[config.mk]
export PLATFORM = sky130hd
export DESIGN_NAME = serial_audio_encoder_flat
export DESIGN_NICKNAME = d
export VERILOG_FILES = /design/src/rtl/serial_audio_encoder_pkg.sv /design/src/rtl/serial_audio_encoder_if.sv /design/src/rtl/serial_audio_clock_gen.sv /design/src/rtl/serial_audio_encoder.sv /design/src/flat_wrapper.sv
export SDC_FILE = /design/constraint.sdc
export NUM_CORES = 1
export LEC_CHECK = 0
export CAP_MARGIN = 20
export CORE_MARGIN = 4
export CORE_UTILIZATION = 55
export CTS_CLUSTER_DIAMETER = 50
export DETAILED_ROUTE_END_ITERATION = 10
export MAX_ROUTING_LAYER = met4
export PLACE_DENSITY = 0.85
export SLEW_MARGIN = 20
export SYNTH_ARGS = -nofsm -noshare
export SYNTH_HDL_FRONTEND = slang
export SYNTH_SLANG_ARGS = --single-unit
[constraint.sdc]
create_clock -name clk -period 7.81 [get_ports clk]
set_clock_uncertainty 0.1 [all_clocks]
set_input_delay 1.562 -clock clk [delete_from_list [all_inputs] [get_ports clk]]
set_output_delay 1.562 -clock clk [all_outputs]
set_load 0.005 [all_outputs]
[src/rtl/serial_audio_encoder_pkg.sv]
// Shared constants and helpers for the serial audio encoder/decoder pair.
// Frame timing is derived from a 7-bit cycle counter: two clk per sclk, 32 bits per slot.
package serial_audio_encoder_pkg;

    localparam int SLOT_BITS   = 32;
    localparam int FRAME_CNT_W = 7;
    localparam int LOAD_PHASE  = 62;
    localparam int BIT_W       = 5;

    typedef logic [SLOT_BITS-1:0] sample_t;

    typedef enum logic {
        SLOT_LEFT  = 1'b0,
        SLOT_RIGHT = 1'b1
    } slot_e;

    // Word-clock level for a slot; I2S is fixed low-left, left-justified follows the polarity pin.
    function automatic logic lr_level(logic is_i2s, logic pol, slot_e slot);
        if (is_i2s)
            return (slot == SLOT_RIGHT);
        return (slot == SLOT_LEFT) ? pol : ~pol;
    endfunction

endpackage

[src/rtl/serial_audio_encoder_if.sv]
// Upstream sample handshake into the serial audio encoder.
interface serial_audio_encoder_if;

    logic                             i_valid;
    logic                             i_ready;
    logic                             i_is_left;
    serial_audio_encoder_pkg::sample_t i_audio;

    modport master (output i_valid, output i_is_left, output i_audio, input  i_ready);
    modport slave  (input  i_valid, input  i_is_left, input  i_audio, output i_ready);

endinterface

[src/rtl/serial_audio_clock_gen.sv]
// Free-running frame counter: sclk phase, slot/bit decode and the word-load strobe.
module serial_audio_clock_gen
    import serial_audio_encoder_pkg::*;
(
    input  logic             clk,
    input  logic             nreset,
    output logic             sclk_o,
    output logic             load_o,
    output logic             upd_o,
    output slot_e            slot_o,
    output slot_e            nxt_slot_o,
    output logic [BIT_W-1:0] nxt_bit_o
);

    logic [FRAME_CNT_W-1:0] cnt_q, cnt_d;

    assign cnt_d = cnt_q + 1'b1;

    always_ff @(posedge clk or negedge nreset) begin
        if (!nreset) cnt_q <= '0;
        else         cnt_q <= cnt_d;
    end

    // Serial outputs move on the edge where the counter becomes even (sclk falling),
    // so their next values are decoded from cnt_d rather than cnt_q.
    assign sclk_o     = cnt_q[0];
    assign load_o     = (cnt_q[FRAME_CNT_W-2:0] == (FRAME_CNT_W-1)'(LOAD_PHASE));
    assign upd_o      = ~cnt_d[0];
    assign slot_o     = slot_e'(cnt_q[FRAME_CNT_W-1]);
    assign nxt_slot_o = slot_e'(cnt_d[FRAME_CNT_W-1]);
    assign nxt_bit_o  = cnt_d[FRAME_CNT_W-2:1];

endmodule

[src/rtl/serial_audio_encoder.sv]
// Serialises 32-bit stereo samples onto an I2S or left-justified bit stream.
// One word is taken per slot, just before the slot starts; missing or wrong-channel words send zeros.
module serial_audio_encoder
    import serial_audio_encoder_pkg::*;
(
    input  logic                         clk,
    input  logic                         nreset,
    input  logic                         is_i2s,
    input  logic                         lrclk_polarity,
    serial_audio_encoder_if.slave        up,
    output logic                         sclk,
    output logic                         lrclk,
    output logic                         sdout,
    output logic                         is_error,
    output logic                         is_underrun
);

    logic             load, upd;
    slot_e            slot, nxt_slot;
    logic [BIT_W-1:0] nxt_bit, idx;
    logic             xfer, match;

    sample_t hold_q, hold_d;
    logic    dly_q, dly_d;
    logic    lrclk_q, lrclk_d;
    logic    sdout_q, sdout_d;
    logic    err_q, err_d;
    logic    und_q, und_d;

    serial_audio_clock_gen u_clk_gen (
        .clk        (clk),
        .nreset     (nreset),
        .sclk_o     (sclk),
        .load_o     (load),
        .upd_o      (upd),
        .slot_o     (slot),
        .nxt_slot_o (nxt_slot),
        .nxt_bit_o  (nxt_bit)
    );

    assign up.i_ready = load;
    assign xfer       = up.i_valid & load;
    // The load lands at the end of a slot, so the target is the opposite channel.
    assign match      = (up.i_is_left == (slot == SLOT_RIGHT));

    // I2S shifts the word one bit late: bit b carries H[32-b], bit 0 carries the saved LSB.
    assign idx = is_i2s ? ~(nxt_bit - 5'd1) : ~nxt_bit;

    always_comb begin
        hold_d  = hold_q;
        dly_d   = dly_q;
        lrclk_d = lrclk_q;
        sdout_d = sdout_q;
        err_d   = 1'b0;
        und_d   = 1'b0;
        if (load) begin
            hold_d = (xfer && match) ? up.i_audio : '0;
            dly_d  = hold_q[0];
            err_d  = xfer && !match;
            und_d  = !xfer;
        end
        if (upd) begin
            lrclk_d = lr_level(is_i2s, lrclk_polarity, nxt_slot);
            sdout_d = (is_i2s && nxt_bit == '0) ? dly_q : hold_q[idx];
        end
    end

    always_ff @(posedge clk or negedge nreset) begin
        if (!nreset) begin
            hold_q  <= '0;
            dly_q   <= 1'b0;
            lrclk_q <= 1'b0;
            sdout_q <= 1'b0;
            err_q   <= 1'b0;
            und_q   <= 1'b0;
        end else begin
            hold_q  <= hold_d;
            dly_q   <= dly_d;
            lrclk_q <= lrclk_d;
            sdout_q <= sdout_d;
            err_q   <= err_d;
            und_q   <= und_d;
        end
    end

    assign lrclk       = lrclk_q;
    assign sdout       = sdout_q;
    assign is_error    = err_q;
    assign is_underrun = und_q;

endmodule

[src/flat_wrapper.sv]
// flat-port wrapper written by rule: the top's interface ports become plain ports
module serial_audio_encoder_flat import serial_audio_encoder_pkg::*;
  (clk, nreset, is_i2s, lrclk_polarity, sclk, lrclk, sdout, is_error, is_underrun, up_i_valid, up_i_is_left, up_i_audio, up_i_ready);
  serial_audio_encoder_if up_i ();
  input  logic clk;
  input  logic nreset;
  input  logic is_i2s;
  input  logic lrclk_polarity;
  output logic sclk;
  output logic lrclk;
  output logic sdout;
  output logic is_error;
  output logic is_underrun;
  input wire logic [$bits(up_i.i_valid)-1:0] up_i_valid;
  input wire logic [$bits(up_i.i_is_left)-1:0] up_i_is_left;
  input wire logic [$bits(up_i.i_audio)-1:0] up_i_audio;
  output wire logic [$bits(up_i.i_ready)-1:0] up_i_ready;
  assign up_i.i_valid = up_i_valid;
  assign up_i.i_is_left = up_i_is_left;
  assign up_i.i_audio = up_i_audio;
  assign up_i_ready = up_i.i_ready;
  serial_audio_encoder u_core (.clk(clk), .nreset(nreset), .is_i2s(is_i2s), .lrclk_polarity(lrclk_polarity), .up(up_i), .sclk(sclk), .lrclk(lrclk), .sdout(sdout), .is_error(is_error), .is_underrun(is_underrun));
endmodule
==> impl_metrics.json <==
{
  "combPwrFrac": 0.077,
  "cts_root_buffer": "clkbuf_8",
  "drtIter0Drc": 99,
  "cpMaxStageDelayCell": "clkdlybuf4s50_1",
  "core_um2": 3720,
  "ios": 44,
  "wire_per_inst_um": 18.3,
  "fin_hold_ws_ps": 404,
  "drive_above_1_share": 0.0955,
  "max-slew-margin-rel": 0.568,
  "grt_overflow_total": 0,
  "nets": 260,
  "intPower_mw": 0.320,
  "synth-seq-cells": 44,
  "fillers": 286,
  "switchingPower_mw": 0.0834,
  "syn2layout_area_growth_pct": 26.1,
  "synth_edf_count": 0,
  "drtAntennaViolNets": 0,
  "setup-tns-final_ps": 0,
  "max_stage_delay_ps": 490,
  "reg2regPathDepth": 8,
  "cts-buffers-inserted": 5,
  "clk_latency_ps": 300,
  "finalHoldViolCount": 0,
  "cp.arrival_ps": 2270,
  "status": "completed",
  "grt_pass1_vias": 1662,
  "worstSetupPathType": "reg2out",
  "grt_pass1_wl_um": 8290,
  "avgSynthCellArea_um2": 12.0,
  "crit_chain": "and3_1 -> and2_1 -> nand2_2 -> inv_1 -> clkdlybuf4s50_1",
  "p_sw_frac": 0.207,
  "drcViolationCount": 0,
  "async_reset_ff_frac": 1.00,
  "p_total_mw": 0.404,
  "end_kind": "output port",
  "initial_core_util": 0.576,
  "vias_per_cell": 5.88,
  "worst_ir_drop_vdd_v": 0.000111,
  "period_share": 0.503,
  "regToRegSetupSlack_ps": 4260,
  "final_cells": 268,
  "syn_nets": 219,
  "critPathLaunchType": "flip-flop",
  "yosys.cell_types.count": 35,
  "cts_tree": "built",
  "syn_inst": 178,
  "cts_setup_buffers": 0,
  "ys_seq_area_frac": 0.514,
  "layout_commonest_cell": "dfrtp_1",
  "max_slew.worst_pin.slew_ps": 643,
  "cap_violations": 0,
  "grt_max_degree": 45,
  "slew_viol_final": 0,
  "setup_violations": 0,
  "path_max_fanout": 35,
  "ctsHoldBuffers": 0,
  "layout_common_cells": "dfrtp_1, clkdlybuf4s50_1, a22o_1",
  "fin_crit_ps": 3930,
  "rsz0062_at_grt": "false",
  "port_buffers": 43,
  "pwr-share-clk": 0.358,
  "fp.dieArea_um2": 4960,
  "gp_congestion": 0.849,
  "die_h_um": 70.4,
  "min_path_cells": 1,
  "multi_input_area_um2": 982,
  "hp-class": "reg2reg",
  "ys.flop_type": "dfrtp_1",
  "die_w_um": 70.4,
  "setup_ws_ps": 3880,
  "timing.rr.start": "u_core.u_clk_gen.cnt_q[0]$_DFF_PN0_",
  "fmax_ghz": 0.255,
  "min_to": "u_core.hold_q[9]$_DFFE_PN0P_",
  "power_density_nw_per_um2": 149,
  "register_area_um2": 1100,
  "post_cts_resized": 0,
  "antenna_cells": 0,
  "hpwl_um": 3610,
  "path_clk_slew_ps": 80,
  "p_leak_nw": 1.27,
  "ys_warn_count": 0,
  "pre_cts_slack_ps": 3640,
  "grt_util_all_layers": 0.219,
  "syn_area_um2": 2140,
  "antenna_found_initial": 0,
  "pwr-share-seq": 0.566,
  "dp_cells": 259,
  "r2r_end": "u_core.sdout$_DFFE_PN0P_",
  "hold_start": "u_core.hold_q[9]$_DFFE_PN0P_",
  "cts_max_path_buffers": 2,
  "required_ps": 6150,
  "row_count": 22,
  "wl_um": 4900,
  "htree_num_levels": 2,
  "numClockSinks": 44,
  "vias": 1577,
  "dr.pass1.iters": 4
}
## metrics by stage
| step | util | cell area (um^2) |
|---|---|---|
| 6_report | 0.727 | 2700 |
| 5_1_grt | 0.727 | 2700 |
| 4_1_cts | 0.721 | 2680 |
| 3_5_place_dp | 0.696 | 2590 |
| 3_3_place_gp | 0.696 | 2590 |
| 2_1_floorplan | - | 2140 |
## power groups by stage
| stage | registers [mW] | clock network, mW | logic [mW] |
|---|---|---|---|
| floorplan | 0.233 | 0 | 0.00477 |
| global placement | 0.233 | 0 | 0.0288 |
| detailed placement | 0.233 | 0 | 0.0299 |
| CTS | 0.228 | 0.147 | 0.0299 |
| global route | 0.228 | 0.156 | 0.0335 |
| finish | 0.228 | 0.144 | 0.0309 |
## final cells by class
type,instances,share of cell area
sequential,44,0.408
multi-input combinational,118,0.364
timing repair buffer,44,0.165
clock buffer,8,0.0333
tap,48,0.0222
inverter,6,0.00834
## synthesized netlist by cell type, types with 4 or more instances
master	instances	area share
dfrtp_1	44	0.51
a22o_1	32	0.13
nand2_1	16	0.028
mux2i_1	11	0.051
clkbuf_1	8	0.014
inv_1	6	0.011
xnor2_1	6	0.025
mux2_2	5	0.026
nand3_1	4	0.0093
nor2_1	4	0.0070
## layer usage
layer	track usage	vias to the layer above	share of wire
li1	-	746	-
met1	0.262	788	0.42
met2	0.372	35	0.52
met3	0.0504	8	0.038
met4	0.0596	0	0.016
met5	-	-	0
## sequential cells by signal (all words and copies together), names as in the netlist
name                    cells
u_core.is_underrun          1
u_core.sdout                1
u_core.dly_q                1
u_core.hold_q              32
u_core.is_error             1
u_core.u_clk_gen.cnt_q      7
u_core.lrclk                1
## worst max-delay path: cells and delay by family, from the launching register on
kind          cells  cell delay (ps)
simple gates      3              870
buf+inv           2              670
flops             1              430
## worst max-delay path by stage
stage                                                   start                       end  cells after the start
final                     u_core.u_clk_gen.cnt_q[2]$_DFF_PN0_                up_i_ready                      5
after global routing      u_core.u_clk_gen.cnt_q[2]$_DFF_PN0_                up_i_ready                      5
after CTS                 u_core.u_clk_gen.cnt_q[2]$_DFF_PN0_                up_i_ready                      5
after detailed placement                               is_i2s  u_core.sdout$_DFFE_PN0P_                      6
after global placement                                 is_i2s  u_core.sdout$_DFFE_PN0P_                      6
after floorplan                                        is_i2s  u_core.sdout$_DFFE_PN0P_                      6
## logic make-up (layout without fill, tap and decap cells)
| kind of cell | count (synthesis) | in the layout | synth area share |
|---|---|---|---|
| AOI/OAI and AO/OA | 48 | 48 | 0.187 |
| DFF | 44 | 44 | 0.514 |
| and+or+nand+nor | 36 | 36 | 0.0806 |
| muxes | 19 | 19 | 0.109 |
| buffers and inverters | 16 | 58 | 0.0292 |
| xor gates and xnor gates | 12 | 12 | 0.0625 |
| adders and majority gates | 3 | 3 | 0.0175 |
(Power assumes the default switching activity.)
